File: src/rtl/mem_port_arbiter.sv
// Shares one single-ported memory between IF and MEM with a global stall.
// Define MEMARB_RR_EN to alternate grants when both requesters are pending.
module mem_port_arbiter #(
  parameter int AW = 32,
  parameter int DW = 32
) (
  input  logic          clk,
  input  logic          reset,
  input  logic          if_req,
  input  logic [AW-1:0] if_addr,
  output logic [DW-1:0] if_rdata,
  output logic          if_valid,
  input  logic          mem_req,
  input  logic          mem_we,
  input  logic [AW-1:0] mem_addr,
  input  logic [DW-1:0] mem_wdata,
  output logic [DW-1:0] mem_rdata,
  output logic          mem_valid,
  output logic          m_req,
  output logic          m_we,
  output logic [AW-1:0] m_addr,
  output logic [DW-1:0] m_wdata,
  input  logic          m_ack,
  input  logic [DW-1:0] m_rdata,
  output logic          stall
);

  typedef enum logic [1:0] {
    IDLE    = 2'd0,
    GNT_IF  = 2'd1,
    GNT_MEM = 2'd2
  } state_t;

  state_t        state_q, state_d;
  logic          m_req_q, m_req_d;
  logic          m_we_q, m_we_d;
  logic [AW-1:0] m_addr_q, m_addr_d;
  logic [DW-1:0] m_wdata_q, m_wdata_d;
  logic [DW-1:0] if_rdata_q, if_rdata_d;
  logic [DW-1:0] mem_rdata_q, mem_rdata_d;
  logic          if_served_q, if_served_d;
  logic          mem_served_q, mem_served_d;
  logic          pend_if, pend_mem, sel_mem;

  assign pend_if  = if_req & ~if_served_q;
  assign pend_mem = mem_req & ~mem_served_q;
  assign stall    = pend_if | pend_mem;

`ifdef MEMARB_RR_EN
  // last_gnt: 0 = IF, 1 = MEM
  logic last_gnt_q, last_gnt_d;
  assign sel_mem = pend_mem & (~pend_if | ~last_gnt_q);

  always_comb begin
    last_gnt_d = last_gnt_q;
    if (state_q == IDLE && sel_mem) begin
      last_gnt_d = 1'b1;
    end else if (state_q == IDLE && pend_if) begin
      last_gnt_d = 1'b0;
    end
  end

  always_ff @(posedge clk) begin
    if (reset) last_gnt_q <= 1'b0;
    else       last_gnt_q <= last_gnt_d;
  end
`else
  assign sel_mem = pend_mem;
`endif

  always_comb begin
    state_d      = state_q;
    m_req_d      = m_req_q;
    m_we_d       = m_we_q;
    m_addr_d     = m_addr_q;
    m_wdata_d    = m_wdata_q;
    if_rdata_d   = if_rdata_q;
    mem_rdata_d  = mem_rdata_q;
    if_served_d  = if_served_q;
    mem_served_d = mem_served_q;

    if (!stall) begin
      if_served_d  = 1'b0;
      mem_served_d = 1'b0;
    end

    unique case (state_q)
      IDLE: begin
        if (sel_mem) begin
          state_d   = GNT_MEM;
          m_req_d   = 1'b1;
          m_we_d    = mem_we;
          m_addr_d  = mem_addr;
          m_wdata_d = mem_wdata;
        end else if (pend_if) begin
          state_d   = GNT_IF;
          m_req_d   = 1'b1;
          m_we_d    = 1'b0;
          m_addr_d  = if_addr;
          m_wdata_d = mem_wdata;
        end
      end
      GNT_IF: begin
        if (m_ack) begin
          state_d     = IDLE;
          m_req_d     = 1'b0;
          if_served_d = 1'b1;
          if_rdata_d  = m_rdata;
        end
      end
      GNT_MEM: begin
        if (m_ack) begin
          state_d      = IDLE;
          m_req_d      = 1'b0;
          mem_served_d = 1'b1;
          if (!m_we_q) mem_rdata_d = m_rdata;
        end
      end
      default: state_d = IDLE;
    endcase
  end

  always_ff @(posedge clk) begin
    if (reset) begin
      state_q      <= IDLE;
      m_req_q      <= 1'b0;
      m_we_q       <= 1'b0;
      m_addr_q     <= '0;
      m_wdata_q    <= '0;
      if_rdata_q   <= '0;
      mem_rdata_q  <= '0;
      if_served_q  <= 1'b0;
      mem_served_q <= 1'b0;
    end else begin
      state_q      <= state_d;
      m_req_q      <= m_req_d;
      m_we_q       <= m_we_d;
      m_addr_q     <= m_addr_d;
      m_wdata_q    <= m_wdata_d;
      if_rdata_q   <= if_rdata_d;
      mem_rdata_q  <= mem_rdata_d;
      if_served_q  <= if_served_d;
      mem_served_q <= mem_served_d;
    end
  end

  assign m_req     = m_req_q;
  assign m_we      = m_we_q;
  assign m_addr    = m_addr_q;
  assign m_wdata   = m_wdata_q;
  assign if_rdata  = if_rdata_q;
  assign mem_rdata = mem_rdata_q;
  assign if_valid  = if_served_q;
  assign mem_valid = mem_served_q;

endmodule

File: config.mk
export PLATFORM = sky130hd
export DESIGN_NAME = mem_port_arbiter
export DESIGN_NICKNAME = d
export VERILOG_FILES = /design/src/rtl/mem_port_arbiter.sv
export SDC_FILE = /design/constraint.sdc
export NUM_CORES = 1
export LEC_CHECK = 0
export BUFFER_PORTS_ARGS = -buffer_cell sky130_fd_sc_hd__buf_2
export CORE_MARGIN = 5
export CORE_UTILIZATION = 48
export CTS_CLUSTER_DIAMETER = 150
export CTS_CLUSTER_SIZE = 40
export DETAILED_ROUTE_END_ITERATION = 10
export PLACE_DENSITY = 0.95
export SYNTH_ARGS = -nofsm -noshare
export SYNTH_HDL_FRONTEND = slang
export SYNTH_SLANG_ARGS = --single-unit
File: constraint.sdc
create_clock -name clk -period 3.05 [get_ports clk]
set_input_delay 0.61 -clock clk [delete_from_list [all_inputs] [get_ports clk]]
set_output_delay 0.61 -clock clk [all_outputs]
set_load 0.03 [all_outputs]
==> run_summary.xml <==
<?xml version="1.0" encoding="UTF-8"?>
<metrics>
  <group name="status">
    <metric name="status" unit="">completed</metric>
  </group>
  <group name="floorplanning">
    <metric name="die-width" unit="microns">111.8</metric>
    <metric name="row_count" unit="">37</metric>
    <metric name="effective_utilization_at_floorplan" unit="">0.4862</metric>
    <metric name="die-area" unit="sq um">12500</metric>
    <metric name="die-height" unit="microns">111.8</metric>
    <metric name="placeableCoreArea" unit="sq um">10230</metric>
    <metric name="io-pin-count" unit="">267</metric>
  </group>
  <group name="clock_network">
    <metric name="cts_htree_levels" unit="">4</metric>
    <metric name="clock_latency" unit="ns">0.50</metric>
    <metric name="root_buffer" unit="">sky130_fd_sc_hd__clkbuf_8</metric>
    <metric name="cts_tree" unit="">done</metric>
    <metric name="path_clk_slew" unit="ns">0.06</metric>
    <metric name="cts_setup_buffers" unit="">0</metric>
    <metric name="numCtsBuffers" unit="">17</metric>
    <metric name="cts_max_path_buffers" unit="">2</metric>
    <metric name="postCtsResizedCells" unit="">0</metric>
    <metric name="clkSinkCount" unit="">134</metric>
    <metric name="cts_hold_buffers" unit="">0</metric>
  </group>
  <group name="sta">
    <metric name="tightestPinTransition" unit="ns">0.6615</metric>
    <metric name="slew_headroom" unit="">0.5590</metric>
    <metric name="period_utilization" unit="">0.6911</metric>
    <metric name="achievable-frequency" unit="MHz">474.4</metric>
    <metric name="setup_viol" unit="">0</metric>
    <metric name="rsz0062_at_grt" unit="">no</metric>
    <metric name="final.setup.tns" unit="ns">0</metric>
    <metric name="period_needed" unit="ns">2.108</metric>
    <metric name="worst_clk_skew" unit="ns">0.01119</metric>
    <metric name="hold_violations" unit="">0</metric>
    <metric name="timing_max_transition_violations_final" unit="">0</metric>
    <metric name="hold_ws" unit="ns">0.3441</metric>
  </group>
  <group name="routing">
    <metric name="drcViolationCount" unit="">0</metric>
    <metric name="first_drt_iteration_drcs" unit="">406</metric>
    <metric name="vias" unit="">5240</metric>
    <metric name="post_drt_wl_per_cell" unit="microns">14.57</metric>
    <metric name="final_antenna_net_count" unit="">0</metric>
    <metric name="first_pass_iters" unit="">7</metric>
    <metric name="post_drt_via_cell_ratio" unit="">5.087</metric>
    <metric name="route.final.wire_length" unit="microns">15000</metric>
  </group>
  <group name="synthesis">
    <metric name="synthSimpleGateAreaFrac" unit="">0.2384</metric>
    <metric name="synth_cell_types" unit="">23</metric>
    <metric name="yosys_most_used_dff" unit="">sky130_fd_sc_hd__dfxtp_1</metric>
    <metric name="synthTopCellsByArea" unit="">sky130_fd_sc_hd__dfxtp_1, sky130_fd_sc_hd__nand2_1, sky130_fd_sc_hd__a21oi_1, sky130_fd_sc_hd__a311oi_1, sky130_fd_sc_hd__nor2_1</metric>
    <metric name="synthXorXnorAreaFrac" unit="">0</metric>
    <metric name="synthesis.area" unit="sq um">4975</metric>
    <metric name="count_of_mapped_cells_out_of_synthesis" unit="">637</metric>
    <metric name="synth_compound_area_frac" unit="">0.1683</metric>
    <metric name="synth_fa_ha_area_frac" unit="">0.01006</metric>
    <metric name="yosys_register_bits" unit="">134</metric>
    <metric name="yosys.cell_count.top_type" unit="">sky130_fd_sc_hd__nand2_1</metric>
    <metric name="synth_enable_flop_cells" unit="">0</metric>
    <metric name="ys_seq_area_frac" unit="">0.5392</metric>
    <metric name="syn-num-nets" unit="">775</metric>
    <metric name="post_synth_mux_area_share" unit="">0</metric>
    <metric name="post_synth.cell_area_avg" unit="sq um">7.810</metric>
    <metric name="synth_largest_area_cell" unit="">sky130_fd_sc_hd__dfxtp_1</metric>
    <metric name="synth_top_family_by_area" unit="">simple AND/OR/NAND/NOR gates</metric>
    <metric name="ys_async_sr_fraction" unit="">0</metric>
    <metric name="ys_top_cells_by_count" unit="">sky130_fd_sc_hd__nand2_1, sky130_fd_sc_hd__dfxtp_1, sky130_fd_sc_hd__a21oi_1</metric>
    <metric name="ys.warnings.count" unit="">0</metric>
    <metric name="synth.top_cell.area_share" unit="">0.5392</metric>
  </group>
  <group name="global_route">
    <metric name="grtUsageTotal" unit="">0.2314</metric>
    <metric name="grt_max_degree" unit="">97</metric>
    <metric name="globalRouteOverflowTotal" unit="">0</metric>
    <metric name="number_of_global_route_vias_before_repair" unit="">5035</metric>
    <metric name="grt_first_pass_wirelength" unit="microns">23850</metric>
    <metric name="antenna_violations_before_repair" unit="">0</metric>
  </group>
  <group name="critical_path">
    <metric name="critical_path.startpoint_type" unit="">flip-flop</metric>
    <metric name="worst-r2r-cell-count" unit="">6</metric>
    <metric name="rr_startpoint" unit="">state_q[0]</metric>
    <metric name="crit_type" unit="">flip-flop to output pin</metric>
    <metric name="crit_arrival" unit="ns">1.50</metric>
    <metric name="path_max_fanout" unit="">5</metric>
    <metric name="r2r_setup_slack" unit="ns">1.18</metric>
    <metric name="r2r-end" unit="">m_addr[25]</metric>
    <metric name="worstPathRequired" unit="ns">2.44</metric>
    <metric name="worstSetupEndpointType" unit="">output pin</metric>
  </group>
  <group name="place">
    <metric name="dpl.hpwl" unit="microns">11030</metric>
    <metric name="io_buffer_count" unit="">266</metric>
    <metric name="dpl-instance-area" unit="sq um">6365</metric>
    <metric name="gp_congestion" unit="">0.8526</metric>
  </group>
  <group name="cells_and_area">
    <metric name="flow.area_growth_from_synthesis" unit="%">39.41</metric>
    <metric name="post-route-cell-area" unit="sq um">6935</metric>
    <metric name="final_net_count" unit="">1019</metric>
    <metric name="finish.utilization" unit="">0.6779</metric>
    <metric name="filler_cell_count" unit="">815</metric>
    <metric name="drive_gt1_frac" unit="">0.3479</metric>
    <metric name="final_antenna_diode_count" unit="">0</metric>
  </group>
  <group name="worst_hold_path">
    <metric name="hold_path.class" unit="">primary input to flip-flop</metric>
    <metric name="hold_path_cell_cnt" unit="">3</metric>
    <metric name="holdCritStartpoint" unit="">mem_wdata[19]</metric>
    <metric name="min_delay_worst_endpoint" unit="">m_wdata[19]</metric>
  </group>
  <group name="run">
    <metric name="cap_violations" unit="">0</metric>
  </group>
  <group name="pwr">
    <metric name="peakVddDrop" unit="mV">0.3895</metric>
    <metric name="power.density" unit="nW/um^2">738.5</metric>
    <metric name="power.static_leakage" unit="uW">0.003283</metric>
    <metric name="post-layout-total-power" unit="uW">5122</metric>
  </group>
</metrics>
## layer usage
layer	GRT usage	vias up	part of all wire
met5	0	-	0
met4	0.1030	0	0.034
met3	0.07609	43	0.092
met2	0.4081	239	0.51
met1	0.2521	2379	0.37
li1	-	2579	-
## state kept, by name, indices dropped and copies added, names as in the netlist
name and cells:
m_req 1, if_rdata 32, m_wdata 32, mem_rdata 32, state_q 2, m_addr 32, if_valid 1, mem_valid 1
m_we 1
## worst max-delay path by stage
stage,endpoint,slack (ns),depth (start not counted),startpoint
after detailed placement,m_addr[23],1.16,6,if_req
after CTS,stall,0.92,3,mem_valid
after floorplan,stall,1.39,3,mem_req
after global routing,stall,0.85,3,mem_valid
after global placement,stall,1.23,4,mem_req
final,stall,0.94,3,mem_valid
## critical path, cell delays in order, from the launching register on
cell,delay [ns]
sky130_fd_sc_hd__dfxtp_1,0.40
sky130_fd_sc_hd__nand2b_1,0.26
sky130_fd_sc_hd__nand2_1,0.13
sky130_fd_sc_hd__buf_2,0.20
## logic make-up after synthesis
logic type / Yosys count
AND/OR/NAND/NOR: 308
flip-flops: 134
adder cells (fa/ha/maj): 4
AO/OA/AOI/OAI: 139
buffers and inverters: 52
## power by group
part | internal, uW | leakage, uW | switching [uW]
Combinational | 358 | 0.00192 | 807
Sequential | 1930 | 0.00110 | 90.6
Clock | 1170 | 0.000268 | 766
## stage by stage
stage	worst slack, ns	std cells
detailed placement	1.164	998
floorplan	1.393	637
finish	0.9421	1030
global route	0.8461	1030
CTS	0.9217	1030
global placement	1.232	998
## final cells by class
type	instances	area (sq um)	area share
Sequential cell	134	2683	0.3868
Multi-Input combinational cell	451	2078	0.2997
Clock buffer	18	417.9	0.06026
Inverter	2	7.507	0.001082
Clock inverter	14	152.6	0.02201
Tap cell	136	170.2	0.02454
Timing Repair Buffer	275	1426	0.2057
## layout by cell type (no fill, tap or decap)
cell / netlist / final
sky130_fd_sc_hd__buf_2: 7 / 265
sky130_fd_sc_hd__a21oi_1: 102 / 102
sky130_fd_sc_hd__nand2b_1: 4 / 4
sky130_fd_sc_hd__nor2_1: 35 / 34
sky130_fd_sc_hd__clkinv_2: 0 / 2
sky130_fd_sc_hd__o21ai_0: 2 / 2
sky130_fd_sc_hd__clkbuf_16: 0 / 16
sky130_fd_sc_hd__and3_1: 1 / 1
sky130_fd_sc_hd__and2_1: 1 / 1
sky130_fd_sc_hd__ha_1: 4 / 4
sky130_fd_sc_hd__inv_6: 0 / 3
sky130_fd_sc_hd__clkinvlp_4: 0 / 4
sky130_fd_sc_hd__buf_12: 0 / 2
sky130_fd_sc_hd__dfxtp_1: 134 / 134
sky130_fd_sc_hd__nor2b_1: 3 / 2
sky130_fd_sc_hd__nand2_1: 260 / 260
sky130_fd_sc_hd__o21ai_2: 1 / 1
sky130_fd_sc_hd__clkinv_4: 0 / 3
sky130_fd_sc_hd__buf_4: 4 / 8
sky130_fd_sc_hd__clkbuf_8: 0 / 1
sky130_fd_sc_hd__nand3_1: 1 / 1
sky130_fd_sc_hd__clkbuf_1: 31 / 1
sky130_fd_sc_hd__a32oi_1: 1 / 1
sky130_fd_sc_hd__bufinv_16: 0 / 2
sky130_fd_sc_hd__nor2b_2: 0 / 1
sky130_fd_sc_hd__nor3_1: 1 / 1
sky130_fd_sc_hd__inv_1: 2 / 2
sky130_fd_sc_hd__a311oi_1: 32 / 32
sky130_fd_sc_hd__nor2_2: 0 / 1
sky130_fd_sc_hd__or3_1: 1 / 1
sky130_fd_sc_hd__or2_2: 1 / 1
sky130_fd_sc_hd__a21boi_4: 1 / 1
Power figures use the tool's default switching activity.
